`src/rtl/disp_pkg.sv`:
```
// Shared types and constants for the multiplexed 7-segment display path.
package disp_pkg;

  localparam int unsigned DIGITS    = 4;
  localparam int unsigned SEG_W     = 7;
  localparam int unsigned DIG_IDX_W = 2;

  localparam logic [DIGITS-1:0] AN_ALL_OFF = 4'b1111;

  typedef enum logic [1:0] {
    ST_BLANK = 2'd0,
    ST_ON    = 2'd1,
    ST_OFF   = 2'd2
  } win_state_t;

  // One displayable frame: digit i lives in seg[i]
  typedef struct packed {
    logic                         drop;
    logic [DIGITS-1:0][SEG_W-1:0] seg;
  } frame_t;

  // Active-low enable pattern with only the selected digit driven
  function automatic logic [DIGITS-1:0] digit_enable(input logic [DIG_IDX_W-1:0] idx);
    return ~(DIGITS'(1) << idx);
  endfunction

endpackage

```
`src/rtl/seven_seg_scanner_pwm_window.sv`:
```
// Per-digit slot timer: counts the slot and walks BLANK -> ON -> OFF within it.
module pwm_window
  import disp_pkg::*;
#(
  parameter  int unsigned CLK_PER_DIGIT = 1000,
  parameter  int unsigned BLANK_CYCLES  = 16,
  localparam int unsigned CNT_W         = $clog2(CLK_PER_DIGIT)
) (
  input  logic             clk,
  input  logic             rst_n,
  input  logic             enable,
  input  logic [CNT_W-1:0] on_len,
  output win_state_t       state,
  output logic             slot_wrap_c
);

  localparam logic [CNT_W-1:0] SLOT_LAST = CNT_W'(CLK_PER_DIGIT - 1);
  localparam logic [CNT_W-1:0] BLANK_END = CNT_W'(BLANK_CYCLES);

  logic [CNT_W-1:0] slot_cnt;
  logic [CNT_W-1:0] cnt_nxt;
  logic [CNT_W:0]   on_end;
  win_state_t       state_nxt;

  assign slot_wrap_c = (slot_cnt == SLOT_LAST);
  assign cnt_nxt     = slot_wrap_c ? '0 : slot_cnt + CNT_W'(1);
  assign on_end      = {1'b0, BLANK_END} + {1'b0, on_len};

  always_ff @(posedge clk or negedge rst_n) begin
    if (!rst_n) begin
      slot_cnt <= '0;
      state    <= ST_BLANK;
    end else begin
      slot_cnt <= cnt_nxt;
      state    <= state_nxt;
    end
  end

  // State for the coming cycle is decided from the slot position it will hold
  always_comb begin
    state_nxt = state;
    case (state)
      ST_BLANK: begin
        if (cnt_nxt == BLANK_END) begin
          state_nxt = enable ? ST_ON : ST_OFF;
        end
      end
      ST_ON: begin
        // a full-width window reaches the wrap before on_end, so OFF is skipped
        if (slot_wrap_c) begin
          state_nxt = ST_BLANK;
        end else if ({1'b0, cnt_nxt} == on_end) begin
          state_nxt = ST_OFF;
        end
      end
      ST_OFF: begin
        if (slot_wrap_c) begin
          state_nxt = ST_BLANK;
        end
      end
      default: state_nxt = ST_BLANK;
    endcase
  end

endmodule

```
`src/rtl/seven_seg_scanner.sv`:
```
// Frame capture, digit multiplexing, PWM brightness and drop-LED blink for a
// four-digit common-bus 7-segment display.
module seven_seg_scanner
  import disp_pkg::*;
#(
  parameter int unsigned      CLK_PER_DIGIT = 1000,
  parameter int unsigned      BLANK_CYCLES  = 16,
  parameter int unsigned      BLINK_FRAMES  = 64,
  parameter logic [SEG_W-1:0] BLANK_PAT     = 7'b0000000
) (
  input  logic              clk,
  input  logic              rst_n,
  input  logic [SEG_W-1:0]  seg_in1,
  input  logic [SEG_W-1:0]  seg_in2,
  input  logic [SEG_W-1:0]  seg_in3,
  input  logic [SEG_W-1:0]  seg_in4,
  input  logic              drop_in,
  input  logic              load,
  input  logic [3:0]        brightness,
  output logic [SEG_W-1:0]  seg_out,
  output logic [DIGITS-1:0] digit_an,
  output logic              drop_led,
  output logic              frame_done
);

  localparam int unsigned CNT_W = $clog2(CLK_PER_DIGIT);
  localparam int unsigned ON_W  = CNT_W + 5;
  localparam int unsigned FC_W  = (BLINK_FRAMES > 1) ? $clog2(BLINK_FRAMES) : 1;

  localparam logic [ON_W-1:0]      WIN_LEN   = ON_W'(CLK_PER_DIGIT - BLANK_CYCLES);
  localparam logic [FC_W-1:0]      FC_LAST   = FC_W'(BLINK_FRAMES - 1);
  localparam logic [DIG_IDX_W-1:0] DIG_LAST  = DIG_IDX_W'(DIGITS - 1);

  frame_t               in_frame;
  frame_t               pend;
  frame_t               act;
  logic                 pend_valid;
  logic                 act_valid;
  logic [3:0]           bright_act;
  logic [DIG_IDX_W-1:0] digit_idx;
  logic                 slot_first;
  logic [FC_W-1:0]      frame_cnt;
  logic [ON_W-1:0]      on_prod;
  logic [CNT_W-1:0]     on_len;
  logic                 boundary_c;
  logic                 drop_nxt;
  logic                 slot_wrap_c;
  win_state_t           win_state;

  assign in_frame.drop = drop_in;
  assign in_frame.seg  = {seg_in4, seg_in3, seg_in2, seg_in1};

  // Full-width product keeps every bit until the divide-by-16
  assign on_prod = WIN_LEN * (ON_W'(bright_act) + ON_W'(1));
  assign on_len  = CNT_W'(on_prod >> 4);

  assign boundary_c = slot_first && (digit_idx == '0);

  pwm_window #(
    .CLK_PER_DIGIT(CLK_PER_DIGIT),
    .BLANK_CYCLES (BLANK_CYCLES)
  ) u_window (
    .clk        (clk),
    .rst_n      (rst_n),
    .enable     (act_valid),
    .on_len     (on_len),
    .state      (win_state),
    .slot_wrap_c(slot_wrap_c)
  );

  // Digit scan position; slot_first marks slot_cnt == 0
  always_ff @(posedge clk or negedge rst_n) begin
    if (!rst_n) begin
      digit_idx  <= '0;
      slot_first <= 1'b1;
    end else begin
      slot_first <= slot_wrap_c;
      if (slot_wrap_c) begin
        digit_idx <= digit_idx + DIG_IDX_W'(1);
      end
    end
  end

  // Pending/active frame capture; a load on the boundary goes straight to active
  always_ff @(posedge clk or negedge rst_n) begin
    if (!rst_n) begin
      pend       <= '0;
      pend_valid <= 1'b0;
      act        <= '0;
      act_valid  <= 1'b0;
      bright_act <= '0;
    end else if (boundary_c) begin
      pend_valid <= 1'b0;
      bright_act <= brightness;
      if (load) begin
        act       <= in_frame;
        act_valid <= 1'b1;
      end else if (pend_valid) begin
        act       <= pend;
        act_valid <= 1'b1;
      end
    end else if (load) begin
      pend       <= in_frame;
      pend_valid <= 1'b1;
    end
  end

  // Drop flag as it will read after this edge
  always_comb begin
    drop_nxt = act.drop;
    if (boundary_c) begin
      if (load) begin
        drop_nxt = drop_in;
      end else if (pend_valid) begin
        drop_nxt = pend.drop;
      end
    end
  end

  // Blink: lit on activation, then toggles every BLINK_FRAMES frames
  always_ff @(posedge clk or negedge rst_n) begin
    if (!rst_n) begin
      drop_led  <= 1'b0;
      frame_cnt <= '0;
    end else if (boundary_c) begin
      if (!drop_nxt) begin
        drop_led  <= 1'b0;
        frame_cnt <= '0;
      end else if (!act.drop) begin
        drop_led  <= 1'b1;
        frame_cnt <= '0;
      end else if (frame_done) begin
        if (frame_cnt == FC_LAST) begin
          frame_cnt <= '0;
          drop_led  <= ~drop_led;
        end else begin
          frame_cnt <= frame_cnt + FC_W'(1);
        end
      end
    end
  end

  // Segment bus and digit enables, one cycle behind the window state
  always_ff @(posedge clk or negedge rst_n) begin
    if (!rst_n) begin
      seg_out    <= BLANK_PAT;
      digit_an   <= AN_ALL_OFF;
      frame_done <= 1'b0;
    end else begin
      frame_done <= slot_wrap_c && (digit_idx == DIG_LAST);
      if (win_state == ST_ON) begin
        digit_an <= digit_enable(digit_idx);
        seg_out  <= act.seg[digit_idx];
      end else begin
        digit_an <= AN_ALL_OFF;
        seg_out  <= BLANK_PAT;
      end
    end
  end

endmodule

```
`config.mk`:
```
export PLATFORM = sky130hd
export DESIGN_NAME = seven_seg_scanner
export DESIGN_NICKNAME = d
export VERILOG_FILES = /design/src/rtl/disp_pkg.sv /design/src/rtl/seven_seg_scanner_pwm_window.sv /design/src/rtl/seven_seg_scanner.sv
export SDC_FILE = /design/constraint.sdc
export NUM_CORES = 1
export LEC_CHECK = 0
export ABC_CLOCK_PERIOD_IN_PS = 13950
export BUFFER_PORTS_ARGS = -buffer_cell sky130_fd_sc_hd__buf_2
export CAP_MARGIN = 10
export CORE_MARGIN = 2
export CORE_UTILIZATION = 65
export CTS_BUF_LIST = sky130_fd_sc_hd__clkbuf_8
export DETAILED_ROUTE_END_ITERATION = 8
export GPL_ROUTABILITY_DRIVEN = 0
export PLACE_DENSITY = 0.86
export SYNTH_ARGS = -nofsm -noshare
export SYNTH_HDL_FRONTEND = slang
export SYNTH_HIERARCHICAL = 1
export SYNTH_SLANG_ARGS = --single-unit
```
`constraint.sdc`:
```
create_clock -name clk -period 13.95 [get_ports clk]
set_clock_uncertainty 0.1 [all_clocks]
set_input_delay 1.395 -clock clk [delete_from_list [all_inputs] [get_ports clk]]
set_output_delay 1.395 -clock clk [all_outputs]
set_load 0.02 [all_outputs]
```
==> flow_metrics.tcl <==
set metrics [dict create \
    ys_seq_area_share_pct 43.7 \
    cp_max_fo 9 \
    period_share_pct 38.7 \
    yosysTopAreaCell "dfrtp_1" \
    synthCells 528 \
    ir_drop_uv 57.8 \
    dpl-instance-area_um2 5900 \
    final_cells 675 \
    ant_nets 0 \
    cts_resized 0 \
    clkTransAtPathRegs_ns 0.10 \
    slew_violations 0 \
    p_switching_mw 0.122 \
    tns_ns 0 \
    worstPathArrival_ns 5.55 \
    max_freq_mhz 185 \
    wl_um 11500 \
    htree_levels 3 \
    dr.pass1.iters 5 \
    synth_area_leaders "dfrtp_1, mux2_2, ha_1" \
    regArea_um2 2460 \
    path_cells "and2_0 -> nand2_1 -> o21ai_0 -> a21oi_1 -> ha_1 -> inv_1 -> fa_1 -> inv_1 -> ha_1 -> ha_1 -> and3_1 -> a2111oi_4 -> a21oi_1 -> xnor2_1 -> nand2_1 -> o221ai_1 -> or3b_1 -> nor4_2 -> nand4_1 -> a22o_1" \
    pwr-share-comb_pct 7.0 \
    die_x_um 97.1 \
    p_sw_share_pct 24.6 \
    hold_viol 0 \
    grt_pass1_wl_um 19300 \
    synth_edf_count 0 \
    clock-sinks 98 \
    ys.flop_type "dfrtp_1" \
    p_int_mw 0.373 \
    start_util_pct 67.8 \
    drc 0 \
    wl_per_cell_um 17.0 \
    grt_usage_pct 25.3 \
    synth_commonest_cells "dfrtp_1, nand2_1, o21ai_0, mux2_2, mux2i_1" \
    yosys_warnings 6 \
    cp-end-kind "flop" \
    drtIter0Drc 167 \
    grt_pass1_vias 4111 \
    crit_top_cell "ha_1" \
    rsz0062_at_grt "no" \
    dp.cells 660 \
    slowest_stage "dfrtp_1" \
    cts_setup_buffers 0 \
    ys_types 67 \
    yosysTopAreaCellShare_pct 41.3 \
    cts_tree "built" \
    post-synth-top-count-cell "dfrtp_1" \
    cts_made_buffers 9 \
    finalPower_mw 0.495 \
    p_leak_nw 2.83 \
    cpPeakStageDelay_ns 0.59 \
    cts_root_buf "clkbuf_8" \
    post-route-util_pct 73.1 \
    vias_per_cell 5.96 \
    cts_buffer_depth 2 \
    crit_type "reg2reg" \
    dp_hpwl_um 8270 \
    synth-async-reset-ratio_pct 100 \
    worstSkewPairLatency_ns 0.37 \
    die-area_um2 9420 \
    diodes 0 \
    nets 633 \
    synth_seq_cells 98 \
    die_y_um 97.1 \
    max_slew.worst_pin.slew_ns 1.03 \
    setup_viol 0 \
    grt-ovfl-total 0 \
    holdBufCountCts 0 \
    ioPinCount 49 \
    grt_antenna_before_repair 0 \
    pwr-share-clk_pct 33.0 \
    p_seq_share_pct 60.1 \
    slew_headroom_pct 31.2 \
    maxCapViolations 0 \
    design_area_um2 6070 \
    grt_max_degree 58 \
    core_area_um2 8300 \
    startpoint_type "flop" \
    syn_to_final_growth_pct 7.76 \
    via_count 4024 \
    drive_above_1_share_pct 21.8 \
    syn_nets 595 \
    required_ns 14.10 \
    status "finished clean" \
    portBuffers 48 \
    powerDensity_nw_per_um2 81.6 \
    period_needed_ns 5.39 \
    syn_area_um2 5630 \
    nFillCells 589 \
    multi_input_area_um2 2930 \
    min_path_type "reg2reg" \
    postSynthAreaPerCell_um2 10.7 \
    num_rows 33 \
]
## critical path, delay by kind of cell, from the launching register on
kind                     cells  cell delay (ns)
AND/OR/NAND/NOR              7             1.54
buffers and inverters        2             0.12
XOR/XNOR                     1             0.17
flip-flops                   1             0.59
adder cells (fa/ha/maj)      4             1.55
AO/OA/AOI/OAI                6             1.21
## kinds of logic after synthesis
kind of cell,Yosys count,share of synthesized area [%]
AND/OR/NAND/NOR,161,14.6
flip-flops,98,43.7
AO/OA/AOI/OAI,90,10.8
multiplexers,71,14.9
buffers and inverters,53,4.42
adder cells (fa/ha/maj),31,7.82
XOR/XNOR,24,3.73
## per-layer routing
metal / GRT usage [%] / vias to the layer above / wire length, um
met5: 0 / - / 0
met4: 5.85 / 0 / 164
met3: 5.18 / 20 / 467
met2: 44.4 / 98 / 5740
met1: 32.4 / 1989 / 5130
li1: - / 1917 / -
## stage by stage
stage	setup slack [ns]	hold slack [ns]
after floorplan	8.98	0.345
after global placement	8.80	0.359
after detailed placement	8.59	0.375
after CTS	8.57	0.399
after global routing	8.27	0.412
final	8.56	0.396
## power by group through the flow
stage	Sequential, mW	Combinational, mW	Clock [mW]
after floorplan	0.301	0.0202	0
after global placement	0.302	0.0332	0
after detailed placement	0.303	0.0348	0
after CTS	0.297	0.0351	0.164
after global routing	0.298	0.0385	0.176
final	0.297	0.0344	0.163
## cell type report
| cell class | instances | area share (%) |
|---|---|---|
| Sequential cell | 98 | 40.5 |
| Multi-Input combinational cell | 377 | 48.3 |
| Timing Repair Buffer | 52 | 4.50 |
| Tap cell | 105 | 2.17 |
| Inverter | 28 | 1.73 |
| Clock inverter | 6 | 0.722 |
| Clock buffer | 9 | 2.04 |
## registers in the layout (all words and copies together), names as in the netlist
register,cells
act_valid,1
u_window/state,2
seg_out,7
bright_act,4
u_window/slot_cnt,10
frame_done,1
slot_first,1
act,29
drop_led,1
pend,29
pend_valid,1
digit_an,4
frame_cnt,6
digit_idx,2
## layout by cell type (no fill, tap or decap), drive strengths merged, types with 4 or more instances in the layout
cell    netlist  routed
nor2         22      22
a21oi        14      14
nand4         4       4
dfstp         5       5
buf          17      52
inv          28      30
mux2i        30      30
and3          4       4
xor2         12      12
nor3          5       5
clkbuf        8       9
o211ai        5       5
dfrtp        93      93
nor2b         5       5
fa            7       7
nand2        66      66
ha           24      24
nand3        16      16
mux4          7       7
nor4          4       4
and2         14      14
nand3b        4       4
nand2b        6       6
o21ai        44      44
xnor2        12      12
mux2         34      34
## path summary, 6_finish.rpt
kind,slack [ns],cells past startpoint,startpoint,end
max,8.56,20,bright_act[0],u_window/state[0]
min,0.40,2,act[8],act[8]
max reg2reg,8.56,20,bright_act[0],u_window/state[0]
min reg2reg,0.40,2,act[8],act[8]
max in group asynchronous,11.78,2,rst_n,act[16]
min in group asynchronous,0.89,1,rst_n,u_window/slot_cnt[8]
Power figures use the tool's default switching activity.
